**src/rtl/button_pkg.sv**
```systemverilog
// Shared constants and state encoding for the push-button conditioner.
package button_pkg;

  localparam int unsigned DEBOUNCE_20MS_50MHZ = 1000000;
  localparam int unsigned HOLD_1S_50MHZ       = 50000000;

  typedef enum logic [1:0] {
    RELEASED     = 2'd0,
    PRESS_WAIT   = 2'd1,
    PRESSED      = 2'd2,
    RELEASE_WAIT = 2'd3
  } btn_state_e;

endpackage

```
**src/rtl/button_conditioner_sync.sv**
```systemverilog
// Multi-flop synchroniser for an asynchronous pad input; reset loads RESET_VAL
// so the chain starts at the pad's idle level.
module sync_chain #(
  parameter int unsigned STAGES    = 2,
  parameter logic        RESET_VAL = 1'b0
) (
  input  logic clk,
  input  logic rst,
  input  logic d,
  output logic q
);

  logic [STAGES-1:0] sync_q;
  logic [STAGES-1:0] sync_d;

  always_comb begin
    sync_d = {sync_q[STAGES-2:0], d};
  end

  always_ff @(posedge clk or posedge rst) begin
    if (rst) begin
      sync_q <= {STAGES{RESET_VAL}};
    end else begin
      sync_q <= sync_d;
    end
  end

  assign q = sync_q[STAGES-1];

endmodule

```
**src/rtl/button_conditioner.sv**
```systemverilog
// Debounces a raw push-button into a clean level, press/release pulses and a
// long-press hold indication.
module button_conditioner
  import button_pkg::*;
#(
  parameter int unsigned SYNC_STAGES     = 2,
  parameter int unsigned DEBOUNCE_CYCLES = DEBOUNCE_20MS_50MHZ,
  parameter int unsigned HOLD_CYCLES     = HOLD_1S_50MHZ,
  parameter bit          ACTIVE_LOW      = 1'b1
) (
  input  logic clk,
  input  logic rst,
  input  logic btn_in,
  output logic btn_level,
  output logic press_pulse,
  output logic release_pulse,
  output logic hold,
  output logic hold_pulse
);

  localparam int unsigned DB_W   = $clog2(DEBOUNCE_CYCLES);
  localparam int unsigned HOLD_W = $clog2(HOLD_CYCLES + 1);
  localparam logic [DB_W-1:0]   DB_LAST  = DB_W'(DEBOUNCE_CYCLES - 1);
  localparam logic [HOLD_W-1:0] HOLD_MAX = HOLD_W'(HOLD_CYCLES);

  logic sync_out;
  logic s_c;

  btn_state_e        state_q, state_d;
  logic [DB_W-1:0]   db_cnt_q, db_cnt_d;
  logic [HOLD_W-1:0] hold_cnt_q, hold_cnt_d;
  logic              level_q, level_d;
  logic              press_q, press_d;
  logic              release_q, release_d;
  logic              hold_q, hold_d;
  logic              hold_pulse_q, hold_pulse_d;

  sync_chain #(
    .STAGES    (SYNC_STAGES),
    .RESET_VAL (ACTIVE_LOW)
  ) u_sync (
    .clk (clk),
    .rst (rst),
    .d   (btn_in),
    .q   (sync_out)
  );

  // s_c = 1 means pressed, whatever the pad polarity
  assign s_c = sync_out ^ ACTIVE_LOW;

  always_comb begin
    state_d  = state_q;
    db_cnt_d = '0;
    level_d  = level_q;

    case (state_q)
      RELEASED, PRESS_WAIT: begin
        if (!s_c) begin
          state_d = RELEASED;
        end else if (db_cnt_q == DB_LAST) begin
          state_d = PRESSED;
          level_d = 1'b1;
        end else begin
          state_d  = PRESS_WAIT;
          db_cnt_d = db_cnt_q + DB_W'(1);
        end
      end
      PRESSED, RELEASE_WAIT: begin
        if (s_c) begin
          state_d = PRESSED;
        end else if (db_cnt_q == DB_LAST) begin
          state_d = RELEASED;
          level_d = 1'b0;
        end else begin
          state_d  = RELEASE_WAIT;
          db_cnt_d = db_cnt_q + DB_W'(1);
        end
      end
      default: state_d = RELEASED;
    endcase

    // Hold counts only across cycles where the press persists, so an accepted
    // release on the would-be hold edge suppresses hold entirely.
    if (level_q && level_d) begin
      hold_cnt_d = (hold_cnt_q == HOLD_MAX) ? hold_cnt_q : hold_cnt_q + HOLD_W'(1);
    end else begin
      hold_cnt_d = '0;
    end

    hold_d       = level_d && (hold_cnt_d == HOLD_MAX);
    press_d      = level_d && !level_q;
    release_d    = !level_d && level_q;
    hold_pulse_d = hold_d && !hold_q;
  end

  always_ff @(posedge clk or posedge rst) begin
    if (rst) begin
      state_q      <= RELEASED;
      db_cnt_q     <= '0;
      hold_cnt_q   <= '0;
      level_q      <= 1'b0;
      press_q      <= 1'b0;
      release_q    <= 1'b0;
      hold_q       <= 1'b0;
      hold_pulse_q <= 1'b0;
    end else begin
      state_q      <= state_d;
      db_cnt_q     <= db_cnt_d;
      hold_cnt_q   <= hold_cnt_d;
      level_q      <= level_d;
      press_q      <= press_d;
      release_q    <= release_d;
      hold_q       <= hold_d;
      hold_pulse_q <= hold_pulse_d;
    end
  end

  assign btn_level     = level_q;
  assign press_pulse   = press_q;
  assign release_pulse = release_q;
  assign hold          = hold_q;
  assign hold_pulse    = hold_pulse_q;

endmodule

```
**config.mk**
```make
export PLATFORM = sky130hd
export DESIGN_NAME = button_conditioner
export DESIGN_NICKNAME = d
export VERILOG_FILES = /design/src/rtl/button_pkg.sv /design/src/rtl/button_conditioner_sync.sv /design/src/rtl/button_conditioner.sv
export SDC_FILE = /design/constraint.sdc
export NUM_CORES = 1
export LEC_CHECK = 0
export ABC_AREA = 1
export CORE_MARGIN = 1.5
export CORE_UTILIZATION = 56
export CTS_CLUSTER_DIAMETER = 150
export DETAILED_ROUTE_END_ITERATION = 12
export HOLD_SLACK_MARGIN = 0.1
export PLACE_DENSITY_LB_ADDON = 0.1
export SLEW_MARGIN = 20
export SYNTH_ARGS = -nofsm -noshare
export SYNTH_HDL_FRONTEND = slang
export SYNTH_SLANG_ARGS = --single-unit
```
**constraint.sdc**
```tcl
create_clock -name clk -period 1.6 [get_ports clk]
set_input_delay 0.32 -clock clk [delete_from_list [all_inputs] [get_ports clk]]
set_output_delay 0.32 -clock clk [all_outputs]
set_load 0.02 [all_outputs]
```
======== Word level (Yosys, flattened, before mapping) ========
Cells that the tools add are included.
cells by class
  add/sub/neg operators ................... 2
  eq/ne operators ......................... 6
  multiplexer cells ....................... 16
  reductions and logical operators ........ 11
operators with widths
  operator               number
  $mux 20                3
  $eq 26x26->1 const B   2
  $mux 26                2
  $pmux 20 s2            1
  $add 26x1->26 const B  1
  $add 20x1->20 const B  1
  $eq 20x20->1 const B   1
  $mux 2                 4
  $logic_and 1x1->1      5
  $eq 2x2->1 const B     2
  $mux 1                 4
  $pmux 2 s2             1
  $reduce_or 2->1        2
  $logic_not 1->1        3
  $eq 2x1->1 const B     1
  $logic_not 2->1        1
  $pmux 1 s2             1
word-level totals
  logic and storage cells ................. 44
  register bits after elaboration ......... 55
  output and inout port bits .............. 5
  input port bits ......................... 3

======== Longest topological paths before layout ========
Gate-level depths: netlist of the first run.
  depth after elaboration ................. 9
  depth in mapped cells ................... 16
  depth with buffers taken out ............ 16

======== Modules after synthesis ========
From an unflattened synthesis of the first run, not the netlist that was laid out.
unflattened totals
  cells, all modules ...................... 389
  area, all modules ....................... 3037.9 µm²
modules (own cells, without submodules)
  module              area an instance (µm²)  seq. area each (µm²)  cells each  instances
  button_conditioner  2981.6                  1301.2                386         1
  sync_chain          56.3                    52.6                  3           1

======== Least setup slack after synthesis of the first run ========
OpenSTA, ideal clock, no wires.
  kind .................................... register to register
  start ................................... reg hold_cnt_q[0]
  end ..................................... reg hold_pulse_q (netlist: hold_pulse)
  path buffers ............................ 0
  data required time ...................... 1.530 ns
  path slack .............................. -0.184 ns
  clock period less this slack ............ 1.784 ns
  cell stages (with the launch flop) ...... 14
  data arrival time ....................... 1.715 ns
  library setup time ...................... 0.070 ns
  path through ............................ dfrtp_1 > ha_1 > nand2_2 > nor2_2 > nand2_1 > nor2_1 > xor2_1 > nor2_1 > nand3_1 > nor2_1 > nand2_1 > nor2_1 > nand2_1 > nor2_2
between the ends
  cells in the longest elaborated chain, start to end .. 6
  elaborated cells between the ends (all ways) .. 7
  classes of those cells .................. add/sub (1); eq/ne (2); mux (2); reduce/logical (2)
RTL lines
  element                                               line                       source
  start, declared                                       button_conditioner.sv:31   logic [HOLD_W-1:0] hold_cnt_q, hold_cnt_d;
  start signal, assigned                                button_conditioner.sv:109  hold_cnt_q <= hold_cnt_d;
  $add 26x1->26 / $eq 26x26->1 (equally long branches)  button_conditioner.sv:85   hold_cnt_d = (hold_cnt_q == HOLD_MAX) ? hold_cnt_q : hold_cnt_q + HOLD_W'(1);
  $mux 26 (*)                                           button_conditioner.sv:85
  $mux 26 (*)                                           button_conditioner.sv:84   if (level_q && level_d) begin
  $eq 26x26->1 (*)                                      button_conditioner.sv:90   hold_d = level_d && (hold_cnt_d == HOLD_MAX);
  $logic_and 1x1->1 (*)                                 button_conditioner.sv:90
  $logic_and 1x1->1 (*)                                 button_conditioner.sv:93   hold_pulse_d = hold_d && !hold_q;
  net hold_pulse_d                                      button_conditioner.sv:36   logic hold_pulse_q, hold_pulse_d;
  end signal, assigned                                  button_conditioner.sv:114  hold_pulse_q <= hold_pulse_d;
  end, declared                                         button_conditioner.sv:36
Mark *: on every way through the listed nets, which the timed path passes. The rest lies on a longest branch.

======== Final worst setup path of the first run ========
  start ................................... reg db_cnt_q[1]
  end ..................................... reg hold_pulse_q (netlist: hold_pulse)
between the ends
  cells in the longest elaborated chain, start to end .. 9
  elaborated cells between the ends (all ways) .. 11
  classes of those cells .................. eq/ne (2); mux (6); reduce/logical (3)
RTL lines
  element                    line                                                source
  start, declared            button_conditioner.sv:30                            logic [DB_W-1:0] db_cnt_q, db_cnt_d;
  start signal, assigned     button_conditioner.sv:108                           db_cnt_q <= db_cnt_d;
  $eq 20x20->1 (*)           button_conditioner.sv:60, button_conditioner.sv:71
  $mux 1 (on tied branches)  button_conditioner.sv:71, button_conditioner.sv:60
  $mux 1 (on tied branches)  button_conditioner.sv:69, button_conditioner.sv:58
  $pmux 1 s2 (*)             button_conditioner.sv:56                            case (state_q)
  $logic_and 1x1->1          button_conditioner.sv:84
  $mux 26                    button_conditioner.sv:84
  $eq 26x26->1               button_conditioner.sv:90
  $logic_and 1x1->1 (*)      button_conditioner.sv:90
  $logic_and 1x1->1 (*)      button_conditioner.sv:93
  net hold_pulse_d           button_conditioner.sv:36
Marks and branches as above.

==> results of run 1 <==
[layout by cell type (no fill, tap or decap), types with 5 or more instances in the layout]
master    synthesis  routed
dfrtp_1          52      48
nor2_1           97      71
nor2_4            1       9
nand3_1          19      17
a21oi_1          13      10
xor2_1           19      17
xnor2_1           6       5
inv_1            58      47
inv_2             1      11
nand2_2           3      16
nand4_1           7       7
nor2_2            7      25
clkbuf_8          0       6
buf_4             0     115
buf_6             1       9
nand2_1         100      85
[worst max-delay path by stage]
stage	from	to
2_1_floorplan	db_cnt_q[0]	hold_pulse
3_3_place_gp	db_cnt_q[1]	hold_pulse
3_5_place_dp	db_cnt_q[1]	hold_pulse
4_1_cts	hold_cnt_q[0]	hold_pulse
5_1_grt	db_cnt_q[7]	hold
6_report	db_cnt_q[1]	hold_pulse
[power breakdown]
group / leakage (nW) / total [mW] / internal, mW / switching (mW)
Combinational: 1.38 / 0.0970 / 0.0404 / 0.0566
Clock: 0.0478 / 0.839 / 0.358 / 0.481
Sequential: 0.739 / 1.38 / 1.37 / 0.00997
Total: 2.16 / 2.32 / 1.77 / 0.548
[logic make-up after synthesis]
group | count (synthesis)
compound gates | 25
xor+xnor | 25
fa+ha+maj | 3
buf+inv | 63
flops | 54
simple gates | 250
[per-stage QoR]
stage	area [µm²]	utilization (%)	setup TNS [ps]	std cells
after global routing	4630	88.9	-10550	627
after global placement	4050	77.7	-2960	596
after floorplan	3130	-	-409	420
after detailed placement	4050	77.7	-4590	596
final	4630	88.9	-5790	627
after CTS	4340	83.3	-2020	616
[what timing repair did]
action | 4_1_cts | 5_1_grt
pin swaps | 13 | 13
setup endpoints to repair | 38 | 47
gates resized for setup | 31 | 70
buffers inserted | 12 | 13
[layer usage]
layer,GRT usage [%],vias up
met5,0,-
met4,10.5,0
met3,4.52,37
met2,51.2,206
met1,43.8,1624
li1,-,1559
[state kept, by name (all words and copies together) (netlist names)]
name,flops
state_q,1
release_pulse,1
db_cnt_q,20
hold,1
press_pulse,1
hold_cnt_q,26
hold_pulse,1
btn_level,1
u_sync.sync_q,2
[cell type report]
cell class,count,area (µm²)
clock buffers,6,82.6
clock inverters,2,16.3
fillers,235,577
inverters,59,225
multi-input cells,303,1780
flip-flops and latches,54,1360
well taps,70,87.6
repair buffers,133,1080
==> metrics.md, run 1 <==
| Metric | Value |
|---|---|
| Outcome | finished, violations left |
| Failing checks | negative setup slack |
| Final period util | 135% |
| RSZ-0062 raised after global routing | true |
| Number of enable flip-flop cells after synthesis | 0 |
| XOR/XNOR share of the synthesized area | 7.14% |
| Yosys top cell area share | a little over two fifths |
| GRT Total Usage | between 30% and 40% |
| Seq/Total Area, Yosys | between 40% and 50% |
| Count leader, synth | nand2_1 |
| TritonCTS clock tree | done |
| Yosys reg bits | 54 |
| Fin. max-slew vios | 0 |
| DRC Markers | 0 |
| P_leak | 2.16 nW |
| Critical path launch point type | register |
| CP endpoint kind | register |
| H-Tree Depth | 2 |
| Worst path buffer plus inverter count | 1 |
| Number of global-route vias before repair | between 3000 and 4000 |
| Final wirelength | 10300 µm |
| Avg WL per Cell | approximately 17 µm |
| Slowest CP cell | dfrtp_1 |
| DRT met1 WL | 4290 µm |
| CP required | 1860 ps |
| Hold Crit Depth | 0 |
| CP arrival | between 2000 and 2500 ps |
| Placer Congestion | between 0.9 and 1 |
| Remaining Overflow, GRT | 0 |
| Ant diodes | 0 |
| Die height | ~77 µm |
| Worst path top cell family by delay | simple AND/OR/NAND/NOR gates |
| Via count | approximately 3400 |
| Mux cell area share after synthesis | 0% |
| First-pass GRT wire length | around 15000 µm |
| RR Endpoint | hold_pulse |
| Critical Path, Cell by Cell | ha_4 -> nand3_4 -> inv_1 -> nand3_1 -> nor3_1 -> a21oi_1 -> nand3_1 -> nor2_1 -> nand2_1 -> nor2_1 -> nand2_1 -> nor2_2 |
| Port buffer count | 7 |
| Initial Util | around three fifths |
| Initial antenna violation count | 0 |
| Largest net degree at the start of global routing | 55 |
| Simple-gate area share of the yosys netlist | around a third |
| Syn Inst Count | between 400 and 500 |
| Reg clk slew, reported paths | 110 ps |
| Leading area contributor after synthesis | dfrtp_1 |
| Die area | just under 6000 µm² |
| DP Worst Slack | -411 ps |
| HP Class | register to register |
| Main flop type after synthesis | dfrtp_1 |
| Final setup violation count | between 40 and 50 |
| PwrDens | approximately 500 nW/µm² |
| Met3 WL | about 830 µm |
| Fin. Hold Viols | 0 |
| Horiz. Die Dim | approximately 77 µm |
| Pwr Total | 2.32 mW |
| Syn avg cell area | ~7.3 µm² |
| Max Buffers Root-to-Sink | 2 |
| R2R Path Start | db_cnt_q[1] |
| Synth top area cells | dfrtp_1 42%, nand2_1 12%, nor2_1 12% |
| Main combinational cell family by area after synthesis | simple AND/OR/NAND/NOR gates |
| Area Growth Syn to Fin | 50.9% |
| Ys Warns | 0 |
| Total CTS buffers | 5 |
| Fmax | between 400 and 500 MHz |
| Cell count along the critical path | 12 |
| Ys async rst share | 100% |
| Worst-Margin Slew | roughly 390 ps |
| Synth Area in Compound Gates | under 10% |
| Clock net sink count | between 50 and 60 |
| Syn_nets | between 400 and 500 |
| Layout cell share with drive strength beyond 1 | 40.8% |
| WHS | 365 ps |
| Critical path type | register to register |
| Post-DP HPWL | about 6100 µm |
| Final ANT Viol Nets | 0 |
| Slew margin rel. | about three quarters |
| Fin Clk Skew | 12.0 ps |
| Reg-to-reg setup timing slack | -560 ps |
| Final Critical Period | 2160 ps |
| Synthesized area | a little over 3000 µm² |
| Critical Path Fanout Max | 3 |
| Synth cell types | 30 |
| Hold-fix buffers at CTS | 0 |
| Vias per std cell | between 5 and 6 |
| DR iter-0 viols | ~390 |
| # IOs | 8 |
| Maxcap violations | 0 |
| Hold path start | u_sync.sync_q[0] |
| CP peak stage delay | 420 ps |
| Post-route worst setup slack | -561 ps |
| Worst VDD drop | just over 0.5 mV |
| Root Buffer | clkbuf_8 |
| Clk Latency, worst-skew pair | approximately 320 ps |
| Cell Rows | 26 |
| Adder-cell area share of the yosys netlist | under 10% |
| Worst Hold Path EP | u_sync.sync_q[1] |
| Placeable Area | approximately 5200 µm² |
| Worst reg-to-reg path cell count | 12 |
| WL met2 | approximately 5000 µm |
| Number of detailed-route iterations in the first pass | 5 |
| Highest routed layer | met4 |
| Synth top cells by count | 100 x nand2_1, 97 x nor2_1, 58 x inv_1, 52 x dfrtp_1 |
| Final nets | 562 |
No activity file was read; power rests on OpenSTA's default activity.
==> run 2: changes to the inputs <==
--- a/config.mk
+++ b/config.mk
@@ -11,6 +11,7 @@
 export CTS_CLUSTER_DIAMETER = 150
 export DETAILED_ROUTE_END_ITERATION = 12
 export HOLD_SLACK_MARGIN = 0.1
+export MAX_ROUTING_LAYER = met4
 export PLACE_DENSITY_LB_ADDON = 0.1
 export SLEW_MARGIN = 20
 export SYNTH_ARGS = -nofsm -noshare
==> run 2 against run 1 <==
Net effect:
- the flow still finishes with violations (negative setup slack)
- clock skew grew 1.8 ps
- flip-flop and latch count is the same
- largest cell class unchanged
- wire length grew 17%
- critical endpoint unchanged
- highest routed layer unchanged
- die area is the same
- maximum frequency shrank 3.4%
==> metrics.md, run 2 (same netlist as run 1, synthesis figures left out) <==
| Metric | Value |
|---|---|
| Port buffer count | 7 (unchanged) |
| Critical Path Fanout Max | 6 (+3) |
| Worst reg-to-reg path cell count | 14 (+2) |
| Layout Cells excl Fill | 629 (+0.32%) |
| Post-DP HPWL | 6400 µm (+4.7%) |
| Failing checks | negative setup slack |
| Layout cell share with drive strength beyond 1 | 42.0% (+1.3 points) |
| GRT Total Usage | 32.9% (+1.3 points) |
| Most frequent cells in the layout | 102 x buf_4, 87 x nand2_1, 67 x nor2_1 |
| Final ANT Viol Nets | 0 (unchanged) |
| Slew margin rel. | 77.5% (+3.4 points) |
| Vias per std cell | 5.89 (+7.7%) |
| Number of detailed-route iterations in the first pass | 6 (+1) |
| TNS Setup | -14190 ps (-8410 ps) |
| Highest routed layer | met4 |
| TritonCTS clock tree | done |
| Worst VDD drop | 0.552 mV (+7.6%) |
| Top reg by flops | hold_cnt_q |
| Die height | 77.0 µm (unchanged) |
| Final period util | 140% (+4.8 points) |
| Avg WL per Cell | 19.3 µm (+17%) |
| Ant diodes | 0 (unchanged) |
| Fill cell count | 194 (-17%) |
| Largest net degree at the start of global routing | 25 (-55%) |
| Reg-to-reg setup timing slack | -640 ps (-80 ps) |
| Via count | 3703 (+8.1%) |
| Fin. max-slew vios | 0 (unchanged) |
| Horiz. Die Dim | 77.0 µm (unchanged) |
| RR Endpoint | hold_pulse |
| PwrDens | 524 nW/µm² (+4.6%) |
| DP Worst Slack | -367 ps (+43.6 ps) |
| Final setup violation count | 43 (+4.9%) |
| Clk Latency, worst-skew pair | 340 ps (+20 ps) |
| WHS | 291 ps (-73.6 ps) |
| Outcome | finished, violations left |
| Die area | 5930 µm² (unchanged) |
| DRT met1 WL | 4540 µm (+5.9%) |
| DR iter-0 viols | 598 (+54%) |
| Final nets | 564 (+0.36%) |
| Initial antenna violation count | 0 (unchanged) |
| Worst-Margin Slew | 336 ps (-50.0 ps) |
| Number of global-route vias before repair | 3091 (-2.4%) |
| Fmax | 447 MHz (-3.4%) |
| Fin Clk Skew | 13.7 ps (+1.75 ps) |
| Total CTS buffers | 5 (unchanged) |
| DRC Markers | 0 (unchanged) |
| Placed Area | 4060 µm² (+0.43%) |
| Top flop regs | hold_cnt_q x26, db_cnt_q x20, u_sync.sync_q x2 |
| Final Critical Period | 2240 ps (+76.4 ps) |
| P_leak | 2.25 nW (+4.0%) |
| Fin. Hold Viols | 0 (unchanged) |
| # IOs | 8 (unchanged) |
| CP required | 1880 ps (+20 ps) |
| RSZ-0062 raised after global routing | true |
| WL met2 | 5600 µm (+13%) |
| R2R Path Start | db_cnt_q[7] |
| Root Buffer | clkbuf_8 |
| HP Class | primary input to async pin |
| First-pass GRT wire length | 14700 µm (+0.52%) |
| CP arrival | 2520 ps (+100 ps) |
| Placed cell count | 595 (-0.17%) |
| Clock net sink count | 54 (unchanged) |
| Area Growth Syn to Fin | 56.7% |
| Remaining Overflow, GRT | 0 (unchanged) |
| Placer Congestion | 1.02 (+4.8%) |
| Most common cell after layout, fill and taps aside | buf_4 |
| Cell Rows | 26 (unchanged) |
| Post-layout util | 92.4% (+3.5 points) |
| Max reg flops | 26 (unchanged) |
| Pwr Total | 2.52 mW (+8.6%) |
| H-Tree Depth | 2 (unchanged) |
| Maxcap violations | 0 (unchanged) |
| Critical path launch point type | register |
| Placeable Area | 5200 µm² (unchanged) |
| Met3 WL | 1450 µm (+76%) |
| Max Buffers Root-to-Sink | 2 (unchanged) |
| Critical path type | register to register |
| CP endpoint kind | register |
| Final wirelength | 12200 µm (+17%) |
| Final Cell Area | 4810 µm² (+3.9%) |
| Reg clk slew, reported paths | 120 ps (about the same) |
| Initial Util | 58.9% (unchanged) |
| Post-route worst setup slack | -637 ps (-76.4 ps) |
## run 2: changes by cell type in the layout (fill, tap and decap cells not counted), moves of 3 or more
cell / previous run / this run
nand3_2: 1 / 5
nor2_1: 71 / 67
nor2_2: 25 / 29
buf_6: 9 / 19
buf_4: 115 / 102
nand3_1: 17 / 14
nand2_2: 16 / 13
## run 2: worst max-delay path by stage
| stage | start | endpoint | slack (ps) | cells past startpoint |
|---|---|---|---|---|
| after global placement | hold_cnt_q[16] | hold_pulse | -340 | 12 |
| final | db_cnt_q[7] | hold_pulse | -640 | 14 |
| after floorplan | db_cnt_q[0] | hold_pulse | -120 | 12 |
| after CTS | hold_cnt_q[1] | hold_pulse | -330 | 16 |
| after detailed placement | hold_cnt_q[4] | hold_pulse | -370 | 13 |
| after global routing | hold_cnt_q[12] | hold_pulse | -710 | 14 |
## run 2: final cells by class
class | count | area (µm²) | area share, %
Tap cell | 70 | 87.6 | 1.82
Clock inverter | 3 | 48.8 | 1.01
Multi-Input combinational cell | 303 | 1830 | 38.0
Timing Repair Buffer | 135 | 1190 | 24.9
Sequential cell | 54 | 1360 | 28.2
Clock buffer | 5 | 68.8 | 1.43
Inverter | 59 | 225 | 4.68
## run 2: power breakdown
part / internal (mW) / leakage [nW] / total (mW) / switching, mW
Clock: 0.478 / 0.0563 / 1.03 / 0.555
Combinational: 0.0395 / 1.45 / 0.0998 / 0.0602
Sequential: 1.37 / 0.740 / 1.39 / 0.0119
## run 2: repair_timing
action                     CTS  global route
cloned                       0             2
setup buffers                9            24
setup endpoints to repair   35            46
pin swaps                    8            39
resized for setup           31            88
hold buffers                 0             0
## run 2: critical path, stage by stage (launching register included)
cell and delay, ps:
dfrtp_1 410, inv_2 110, nand2_1 70, nor2_1 120
nand2_1 120, nor2_4 180, nand3_4 100, o21ai_4 250
buf_12 170, nor2_2 50, nor2_2 130, nand2_1 100
nor2_1 130, nand2_1 110, nor2_2 110
## run 2: layer usage
layer  vias to the layer above  global-route usage, %
li1                       1569                      -
met1                      1728                   46.0
met2                       326                   50.8
met3                        80                   4.76
met4                         0                   8.00
met5                         -                      -
